==> config.mk <==
export PLATFORM = sky130hd
export DESIGN_NAME = led_mode_ctrl
export DESIGN_NICKNAME = d
export VERILOG_FILES = /design/src/rtl/led_mode_pkg.sv /design/src/rtl/key_debounce.sv /design/src/rtl/led_mode_ctrl.sv
export SDC_FILE = /design/constraint.sdc
export NUM_CORES = 1
export LEC_CHECK = 0
export CAP_MARGIN = 20
export CORE_ASPECT_RATIO = 1.25
export CORE_MARGIN = 1.5
export CORE_UTILIZATION = 40
export CTS_CLUSTER_SIZE = 28
export DETAILED_ROUTE_END_ITERATION = 16
export PLACE_DENSITY = 0.6
export SYNTH_ARGS = -nofsm -noshare
export SYNTH_HDL_FRONTEND = slang
export SYNTH_SLANG_ARGS = --single-unit
export TNS_END_PERCENT = 20
==> constraint.sdc <==
create_clock -name CLK -period 2.1 [get_ports CLK]
set_input_delay 0.63 -clock CLK [delete_from_list [all_inputs] [get_ports CLK]]
set_output_delay 0.63 -clock CLK [all_outputs]
set_load 0.05 [all_outputs]
==> src/rtl/led_mode_pkg.sv <==
// Shared constants for the LED display-mode controller: mode encoding,
// LED bank width and the bar-graph pattern helper.
package led_mode_pkg;

    localparam int LED_W = 8;
    localparam int POS_W = $clog2(LED_W);

    typedef enum logic [1:0] {
        MODE_PASS   = 2'd0,
        MODE_SCAN   = 2'd1,
        MODE_BAR    = 2'd2,
        MODE_SWITCH = 2'd3
    } led_mode_e;

    // Level 0..LED_W lights that many LEDs from bit 0 upward.
    function automatic logic [LED_W-1:0] bar_pattern(input logic [3:0] level);
        logic [LED_W:0] ones;
        ones = {{LED_W{1'b0}}, 1'b1} << level;
        ones = ones - 1'b1;
        return ones[LED_W-1:0];
    endfunction

endpackage

==> src/rtl/key_debounce.sv <==
// Pushbutton conditioner: 2-flop synchroniser, debounce counter, stable
// level and a registered one-cycle pulse on each rising edge of that level.
module key_debounce #(
    parameter int DEBOUNCE_CYCLES = 500_000
) (
    input  logic CLK,
    input  logic RST,
    input  logic IN,
    output logic LEVEL,
    output logic PRESS
);

    localparam int CW = $clog2(DEBOUNCE_CYCLES);

    logic          sync1_q, sync2_q;
    logic          level_q, level_d, level_prev_q;
    logic          press_q;
    logic [CW-1:0] cnt_q, cnt_d;

    always_comb begin
        cnt_d   = '0;
        level_d = level_q;
        if (sync2_q != level_q) begin
            if (cnt_q == CW'(DEBOUNCE_CYCLES - 1)) begin
                level_d = sync2_q;
            end else begin
                cnt_d = cnt_q + 1'b1;
            end
        end
    end

    always_ff @(posedge CLK) begin
        if (RST) begin
            sync1_q      <= 1'b0;
            sync2_q      <= 1'b0;
            cnt_q        <= '0;
            level_q      <= 1'b0;
            level_prev_q <= 1'b0;
            press_q      <= 1'b0;
        end else begin
            sync1_q      <= IN;
            sync2_q      <= sync1_q;
            cnt_q        <= cnt_d;
            level_q      <= level_d;
            level_prev_q <= level_q;
            // Edge detect is registered so the pulse is glitch-free for the mode register.
            press_q      <= level_q & ~level_prev_q;
        end
    end

    assign LEVEL = level_q;
    assign PRESS = press_q;

endmodule

==> src/rtl/led_mode_ctrl.sv <==
// LED bank mode controller: debounced button steps PASS/SCAN/BAR/SWITCH modes,
// prescaled tick animates the patterns. LED_MODE_CTRL_AUTO_EN adds auto-advance.
module led_mode_ctrl
    import led_mode_pkg::*;
#(
    parameter int TICK_DIV        = 12_500_000,
    parameter int DEBOUNCE_CYCLES = 500_000,
    parameter int AUTO_TICKS      = 32
) (
    input  logic             CLK,
    input  logic             RST,
    input  logic             BTN_NEXT,
    input  logic [3:0]       SW,
    input  logic [LED_W-1:0] CNT,
    output logic [LED_W-1:0] LED,
    output logic [1:0]       MODE,
    output logic             TICK
);

    localparam int PW = $clog2(TICK_DIV);

    logic             press, tick, auto_fire, advance;
    logic             btn_level_unused;
    logic [PW-1:0]    presc_q, presc_d;
    led_mode_e        mode_q, mode_d;
    logic [POS_W-1:0] pos_q, pos_d;
    logic             dir_down_q, dir_down_d;
    logic [3:0]       bar_q, bar_d;
    logic [LED_W-1:0] led_q, led_d;
    logic [LED_W-1:0] scan_led;

    key_debounce #(
        .DEBOUNCE_CYCLES(DEBOUNCE_CYCLES)
    ) u_key (
        .CLK  (CLK),
        .RST  (RST),
        .IN   (BTN_NEXT),
        .LEVEL(btn_level_unused),
        .PRESS(press)
    );

    assign tick    = (presc_q == PW'(TICK_DIV - 1));
    assign advance = press | auto_fire;

`ifdef LED_MODE_CTRL_AUTO_EN
    localparam int AW = $clog2(AUTO_TICKS + 1);

    logic [AW-1:0] auto_cnt_q, auto_cnt_d;

    assign auto_fire = tick && (auto_cnt_q == AW'(AUTO_TICKS - 1));

    always_comb begin
        auto_cnt_d = auto_cnt_q;
        if (advance) begin
            auto_cnt_d = '0;
        end else if (tick) begin
            auto_cnt_d = auto_cnt_q + 1'b1;
        end
    end

    always_ff @(posedge CLK) begin
        if (RST) begin
            auto_cnt_q <= '0;
        end else begin
            auto_cnt_q <= auto_cnt_d;
        end
    end
`else
    logic unused_auto_ticks;

    assign auto_fire         = 1'b0;
    assign unused_auto_ticks = ^AUTO_TICKS;
`endif

    for (genvar gi = 0; gi < LED_W; gi++) begin : g_scan
        assign scan_led[gi] = (pos_q == POS_W'(gi));
    end

    // A mode change restarts the animation and drops any coincident tick update.
    always_comb begin
        mode_d     = mode_q;
        presc_d    = tick ? '0 : presc_q + 1'b1;
        pos_d      = pos_q;
        dir_down_d = dir_down_q;
        bar_d      = bar_q;
        if (advance) begin
            mode_d     = led_mode_e'(mode_q + 2'd1);
            presc_d    = '0;
            pos_d      = '0;
            dir_down_d = 1'b0;
            bar_d      = '0;
        end else if (tick) begin
            if (mode_q == MODE_SCAN) begin
                pos_d = dir_down_q ? pos_q - 1'b1 : pos_q + 1'b1;
                if (pos_d == POS_W'(LED_W - 1) || pos_d == '0) begin
                    dir_down_d = ~dir_down_q;
                end
            end
            if (mode_q == MODE_BAR) begin
                bar_d = (bar_q == 4'(LED_W)) ? '0 : bar_q + 1'b1;
            end
        end
    end

    always_comb begin
        led_d = '0;
        case (mode_q)
            MODE_PASS:   led_d = CNT;
            MODE_SCAN:   led_d = scan_led;
            MODE_BAR:    led_d = bar_pattern(bar_q);
            MODE_SWITCH: led_d = {4'b0000, SW};
            default:     led_d = '0;
        endcase
    end

    always_ff @(posedge CLK) begin
        if (RST) begin
            presc_q    <= '0;
            mode_q     <= MODE_PASS;
            pos_q      <= '0;
            dir_down_q <= 1'b0;
            bar_q      <= '0;
            led_q      <= '0;
        end else begin
            presc_q    <= presc_d;
            mode_q     <= mode_d;
            pos_q      <= pos_d;
            dir_down_q <= dir_down_d;
            bar_q      <= bar_d;
            led_q      <= led_d;
        end
    end

    assign LED  = led_q;
    assign MODE = mode_q;
    assign TICK = tick;

endmodule

==> results of run 1 <==
## layout make-up
cell class | instances | area [sq um]
Tap cell | 95 | 119
Multi-Input combinational cell | 272 | 1840
Clock inverter | 7 | 76.3
Inverter | 25 | 93.8
Sequential cell | 66 | 1340
Timing Repair Buffer | 48 | 444
Clock buffer | 9 | 124
Fill cell | 740 | 3890
## final timing paths
kind                               endpoint  slack, ps  depth (start not counted)
worst max-delay path                   TICK        -60                          5
worst min-delay path            u_key.PRESS        390                          1
worst max register to register       LED[6]        210                          9
worst min register to register  u_key.PRESS        390                          1
## metal layers
| layer | part of all wire | routed length [um] | track usage |
|---|---|---|---|
| met3 | 0.034 | 217 | 0.0371 |
| met4 | 0.011 | 68 | 0.0622 |
| met5 | 0 | 0 | 0 |
| met1 | 0.46 | 2960 | 0.186 |
| met2 | 0.50 | 3190 | 0.268 |
## power by group through the flow
stage,Sequential (W),Clock [W],Combinational [W]
after global routing,0.00128,0.00118,0.000139
after floorplan,0.00133,0,0.0000393
after CTS,0.00127,0.00113,0.000129
after detailed placement,0.00130,0,0.000123
final,0.00127,0.00109,0.000128
after global placement,0.00130,0,0.000123
## what timing repair did
action,4_1_cts,5_1_grt
endpoints found under the setup margin,4,25
pin swaps,4,0
setup buffers,8,0
resized for setup,16,8
## critical path, delay by kind of cell (launching register included)
kind / cells / cell delay [ps]
AND/OR/NAND/NOR: 3 / 530
flip-flops: 1 / 370
adder cells (fa/ha/maj): 1 / 160
buffers and inverters: 1 / 130
## stage by stage
step / total power [W] / cells / instance area (sq um)
after global routing: 0.00260 / 522 / 4030
after detailed placement: 0.00143 / 498 / 3730
after CTS: 0.00253 / 522 / 4020
final: 0.00250 / 522 / 4030
after floorplan: 0.00137 / 376 / 3320
after global placement: 0.00143 / 498 / 3730
## state kept, by name, indices dropped and copies added (netlist names)
| register | cells |
|---|---|
| MODE | 2 |
| u_key.level_prev_q | 1 |
| u_key.sync2_q | 1 |
| presc_q | 24 |
| LED | 8 |
| u_key.cnt_q | 19 |
| dir_down_q | 1 |
| u_key.LEVEL | 1 |
| u_key.sync1_q | 1 |
| u_key.PRESS | 1 |
| pos_q | 3 |
| bar_q | 4 |
## cell usage in the layout (no fill, tap or decap), drive strengths merged, types with 7 or more instances in the layout
cell type,instances
a221oi,12
buf,26
clkbuf,9
clkdlybuf4s50,16
dfxtp,66
ha,20
inv,27
nand2,27
nand3,19
nand4,12
nor2,64
nor3,7
o21ai,7
xnor2,18
xor2,29
## kinds of logic (layout without fill, tap and decap cells)
group,Yosys count,in the layout
AOI/OAI and AO/OA,37,37
xor gates and xnor gates,47,47
adders and majority gates,20,20
buffers and inverters,38,89
DFF,66,66
muxes,6,6
and+or+nand+nor,162,162
==> summary.txt, run 1 <==
Hold path
  • Worst hold start: u_key.level_prev_q
  • HP Class: register to register

Setup path
  • CP endpoint kind: output pin
  • Critical path, cell by cell: ha_4 -> nand3_4 -> nor4_4 -> and3_4 -> buf_12
  • Slowest stage cell, crit path: dfxtp_2
  • Critical path launch point: presc_q[1]
  • Critical Path Start Type: register
  • Max incr delay on CP: 370 ps
  • Max FO, Critical Path: 2
  • Critical Path RT: 1470 ps
  • R2R Path Start: bar_q[1]
  • Setup CP Type: register to output pin
  • Crit path arrival time: 1530 ps

Run
  • MaxCap Viol Count: 0

Clock tree
  • CTS Hold Buffers Added: 0
  • Clock Tree Buf Depth: 2
  • TritonCTS Buffers: 9
  • Htree depth: 3
  • # clock sinks: 66
  • Reg clk slew, reported paths: 80 ps
  • CTS tree: built
  • CTS Root Cell: clkbuf_8
  • Clk Latency, worst-skew pair: 340 ps

Logic synthesis
  • Synth Area in Adders: 0.0754
  • Mux cell area share after synthesis: 0.0181
  • Synth warn: 0
  • Synth Area per Inst: 8.83 sq um
  • Largest family of logic cells by synthesized area: simple AND/OR/NAND/NOR gates
  • Number of enable flip-flop cells after synthesis: 0
  • Largest area contributor in the netlist: dfxtp_1
  • Compound-Gate Fraction of Synth Area: 0.0792
  • Register area share after synthesis: 0.398
  • XOR/XNOR Fraction of Synth Area: 0.124
  • Yosys reg bits: 66
  • Most frequent cells after synthesis: 66 x dfxtp_1, 64 x nor2_1, 29 x xor2_1
  • Post-Syn Area: 3320 sq um
  • Top post-synthesis cells by area: dfxtp_1 40%, xor2_1 7.7%, ha_1 7.5%
  • Synth Flop Type: dfxtp_1
  • Syn_nets: 411
  • Simple-gate share of the synthesized area: 0.251
  • Synth top area share: 0.398
  • Post-Synthesis Cells: 376
  • Async set-reset flop share out of synthesis: 0
  • Post-synth cell types: 50
  • Count leader, synth: dfxtp_1

Timing
  • RSZ-0062 raised after global routing: yes
  • Final setup viols: 1
  • Max-slew headroom: 0.574
  • Final Cycle Share: 1.03
  • Final Skew: 14.6 ps
  • Final Critical Period: 2160 ps
  • Hold WS: 386 ps
  • Achievable Freq: 463 MHz
  • Pins Over Slew Limit: 0
  • Slack of the critical path: -61.2 ps
  • Fin. Hold Viols: 0
  • Setup TNS: -61.2 ps
  • Worst Tran Pin Value: 634 ps

Cells and area
  • Nets: 457
  • Area delta synth->final: 21.5%
  • Final Util: 0.509
  • Layout cells sized above 1: 0.166
  • Antenna cell count: 0

Power and ir drop
  • Int Pwr: 0.00188 W
  • Sequential power share: 0.510
  • Max VDD drop: 0.637 mV
  • Comb power frac: 0.051
  • Switching power: 0.000613 W
  • Pwr dens: 619 nW/um^2
  • Net Sw Frac: 0.245
  • Clk pwr share: 0.438
  • Leak Pwr: 1.57 nW

Routing
  • DRC viols: 0
  • Via count: 2626
  • Final WL: 6.44 mm
  • Wirelength per Cell: 12.3 um
  • DR pass1 iterations: 4
  • DRT iter0 DRCs: 104
  • Vias per std cell: 5.03
  • Antenna viol nets, final: 0

Run status
  • Failing checks: negative setup slack
  • Outcome: complete, but fails checks

Die
  • Die area: 8860 sq um
  • I/O Pins: 26
  • Core area: 7930 sq um
  • Die width: 84.5 um
  • Initial core utilization: 0.419
  • Die height: 105 um
  • Site row count: 36

GRT
  • Total GRT Usage: 0.156
  • Largest net degree at the start of global routing: 25
  • First-pass GRT wire length: 11.4 mm
  • Vias in the first global route: 2548
  • Total grt overflow: 0
  • Initial antenna violation count: 0

Placement
  • IO buf count: 25
  • Detailed placement HPWL: 4.48 mm
  • Setup WS pre-CTS: 53.8 ps
  • Gpl congestion: 0.788
Note: power is estimated with default switching activity, not from simulation.
==> run 2: changes to the inputs <==
Settings changed: ABC_AREA set to 1.
==> summary.txt, run 2 <==
Timing
  • Pins Over Slew Limit: 0 (unchanged)
  • Final Skew: 8.75 ps (was 14.6 ps)
  • Final Cycle Share: 1.00 (was 1.03)
  • Fin. Hold Viols: 0 (unchanged)
  • Final Critical Period: 2100 ps (was 2160 ps)
  • RSZ-0062 raised after global routing: yes (unchanged)
  • Max-slew headroom: 0.647 (was 0.574)
  • Final setup viols: 1 (unchanged)
  • Achievable Freq: 476 MHz (was 463 MHz)
  • Slack of the critical path: -0.898 ps (was -61.2 ps)
  • Worst Tran Pin Value: 529 ps (was 634 ps)

Logic synthesis
  • Synth top area share: 0.338 (was 0.398)
  • Post-Syn Area: 3910 sq um (was 3320 sq um)
  • Register area share after synthesis: 0.338 (was 0.398)
  • Async set-reset flop share out of synthesis: 0 (unchanged)
  • Synth Flop Type: dfxtp_1 (unchanged)
  • Yosys reg bits: 66 (unchanged)
  • Synth warn: 0 (unchanged)
  • Top post-synthesis cells by area: dfxtp_1 34%, nand2_1 12%, nor2_1 8.3% (was dfxtp_1 40%, xor2_1 7.7%, ha_1 7.5%)
  • Synth Area per Inst: 6.81 sq um (was 8.83 sq um)
  • Syn_nets: 609 (was 411)
  • Post-Synthesis Cells: 574 (was 376)
  • Most frequent cells after synthesis: 128 x nand2_1, 86 x nor2_1, 77 x inv_1 (was 66 x dfxtp_1, 64 x nor2_1, 29 x xor2_1)
  • Number of enable flip-flop cells after synthesis: 0 (unchanged)
  • Post-synth cell types: 43 (was 50)
  • Largest area contributor in the netlist: dfxtp_1 (unchanged)
  • Count leader, synth: nand2_1 (was dfxtp_1)

Die
  • Core area: 9560 sq um (was 7930 sq um)
  • I/O Pins: 26 (unchanged)
  • Site row count: 40 (was 36)
  • Die width: 91.4 um (was 84.5 um)
  • Initial core utilization: 0.409 (was 0.419)
  • Die height: 114 um (was 105 um)
  • Die area: 10400 sq um (was 8860 sq um)

Clock tree
  • Htree depth: 3 (unchanged)
  • Reg clk slew, reported paths: 60 ps (was 80 ps)
  • CTS tree: built (unchanged)
  • Clock Tree Buf Depth: 2 (unchanged)
  • CTS Root Cell: clkbuf_16 (was clkbuf_8)
  • TritonCTS Buffers: 9 (unchanged)
  • # clock sinks: 66 (unchanged)
  • Clk Latency, worst-skew pair: 340 ps (about the same)

Cells and area
  • Most common cell after layout, fill and taps aside: nand2_1 (was nor2_1)
  • Most frequent cells in the layout: 124 x nand2_1, 83 x nor2_1, 75 x inv_1, 57 x dfxtp_1, 37 x nand3_1 (was 64 x nor2_1, 53 x dfxtp_1, 29 x xor2_1, 27 x nand2_1, 25 x inv_1)
  • Final Util: 0.510 (was 0.509)
  • Antenna cell count: 0 (unchanged)
  • Post-Layout Cell Count: 757 (was 522)
  • Layout cells sized above 1: 0.154 (was 0.166)
  • Top reg by flops: presc_q (unchanged)
  • Nets: 661 (was 457)
  • Max reg flops: 24 (unchanged)
  • Area delta synth->final: 24.6% (was 21.5%)

Power and ir drop
  • Pwr dens: 624 nW/um^2 (was 619 nW/um^2)
  • Clk pwr share: 0.538 (was 0.438)
  • Sequential power share: 0.420 (was 0.510)
  • Max VDD drop: 0.328 mV (was 0.637 mV)
  • Int Pwr: 0.00237 W (was 0.00188 W)
  • Net Sw Frac: 0.220 (was 0.245)
  • Comb power frac: 0.042 (was 0.051)
  • Leak Pwr: 1.96 nW (was 1.57 nW)
  • Switching power: 0.000671 W (was 0.000613 W)

GRT
  • First-pass GRT wire length: 16.0 mm (was 11.4 mm)
  • Vias in the first global route: 3512 (was 2548)
  • Largest net degree at the start of global routing: 24 (was 25)
  • Total GRT Usage: 0.192 (was 0.156)
  • Initial antenna violation count: 0 (unchanged)
  • Total grt overflow: 0 (unchanged)

Placement
  • Detailed placement HPWL: 7.04 mm (was 4.48 mm)
  • DP Cell Count: 728 (was 498)
  • IO buf count: 25 (unchanged)
  • Gpl congestion: 0.873 (was 0.788)

Routing
  • DRT iter0 DRCs: 138 (was 104)
  • Via count: 3738 (was 2626)
  • Antenna viol nets, final: 0 (unchanged)
  • Final WL: 9.41 mm (was 6.44 mm)
  • Wirelength per Cell: 12.4 um (was 12.3 um)
  • DR pass1 iterations: 5 (was 4)
  • Vias per std cell: 4.94 (was 5.03)
  • DRC viols: 0 (unchanged)

Setup path
  • R2R Path Start: presc_q[0] (was bar_q[1])
  • Setup CP Type: register to output pin (unchanged)
  • Crit path arrival time: 1470 ps (was 1530 ps)
  • CP endpoint kind: output pin (unchanged)
  • Reg2Reg Depth: 16 (was 9)
  • Reg2reg end: pos_q[0] (was LED[6])
  • Max FO, Critical Path: 4 (was 2)
  • Critical Path RT: 1470 ps (about the same)
  • Flop2flop setup slack: 10 ps (was 210 ps)
  • Critical Path Start Type: register (unchanged)

Hold path
  • Hold path cells: 1 (unchanged)
  • Worst Hold Endpoint: u_key.PRESS (unchanged)
  • HP Class: register to register (unchanged)
  • Worst hold start: u_key.level_prev_q (unchanged)

Run
  • MaxCap Viol Count: 0 (unchanged)

Run status
  • Outcome: complete, but fails checks (unchanged)
  • Failing checks: negative setup slack (unchanged)
[run 2: cell count changes in the layout (fill, tap and decap cells not counted), moves of 10 or more]
cell / delta
nand3_1: +20
inv_1: +50
a21oi_1: +28
nor2_1: +19
a221oi_1: -10
xnor2_1: -14
xor2_1: -19
nand2_1: +97
o21ai_0: +14
[run 2: how the worst max path moves through the flow]
| stage | end | slack [ps] | start | depth (start not counted) |
|---|---|---|---|---|
| floorplan | TICK | 40 | presc_q[0] | 7 |
| global placement | TICK | 160 | presc_q[1] | 8 |
| detailed placement | TICK | 120 | presc_q[1] | 8 |
| CTS | LED[0] | 20 | LED[0] | 1 |
| global route | bar_q[0] | -60 | presc_q[0] | 17 |
| finish | TICK | -0.9 | presc_q[9] | 8 |
[run 2: what timing repair did]
action | 4_1_cts | 5_1_grt
hold endpoints to repair | 0 | 0
hold buffers | 0 | 0
buffers inserted | 13 | 0
pin swaps | 5 | 3
setup endpoints to repair | 1 | 8
gates resized for setup | 18 | 18
[run 2: power groups by stage]
| stage | clock network [W] | registers [W] | logic, W |
|---|---|---|---|
| after floorplan | 0 | 0.00133 | 0.0000392 |
| after global routing | 0.00174 | 0.00128 | 0.000138 |
| after CTS | 0.00167 | 0.00128 | 0.000129 |
| final | 0.00164 | 0.00128 | 0.000128 |
| after detailed placement | 0 | 0.00130 | 0.000121 |
| after global placement | 0 | 0.00130 | 0.000120 |
[run 2: metal layers]
| metal | vias up | track usage | share of wire |
|---|---|---|---|
| met2 | 64 | 0.344 | 0.51 |
| met5 | - | 0 | 0 |
| li1 | 1947 | - | - |
| met3 | 17 | 0.0413 | 0.041 |
| met4 | 0 | 0.0760 | 0.020 |
| met1 | 1710 | 0.222 | 0.43 |
[run 2: metrics by stage]
stage	cell area [sq um]	setup WS, ps	power, W	hold slack, ps	setup TNS (ps)
2_1_floorplan	3910	37.4	0.00137	373	0
3_3_place_gp	4340	156	0.00142	380	0
3_5_place_dp	4340	120	0.00142	383	0
4_1_cts	4820	15.1	0.00308	394	0
5_1_grt	4870	-56.1	0.00315	399	-220
6_report	4870	-0.898	0.00304	390	-0.898
[run 2: final cells by class]
class / instances / area [sq um]
repair buffers: 48 / 433
clock buffers: 9 / 225
fillers: 993 / 4680
well taps: 126 / 158
clock inverters: 7 / 101
flip-flops and latches: 66 / 1330
inverters: 80 / 305
multi-input cells: 421 / 2320
[run 2: critical path, stage by stage, from the launching register on]
cell     delay, ps
dfxtp_2        330
nor2_2         120
nand2_1         90
inv_1           90
nand2_1        100
nor2_4         130
nand2_4         70
inv_4           60
buf_12         120
[run 2: cell families after synthesis]
kind of cell,share of synthesized area
XOR/XNOR,0.0313
flip-flops,0.338
AND/OR/NAND/NOR,0.373
adder cells (fa/ha/maj),0.0640
buffers and inverters,0.0912
AO/OA/AOI/OAI,0.103
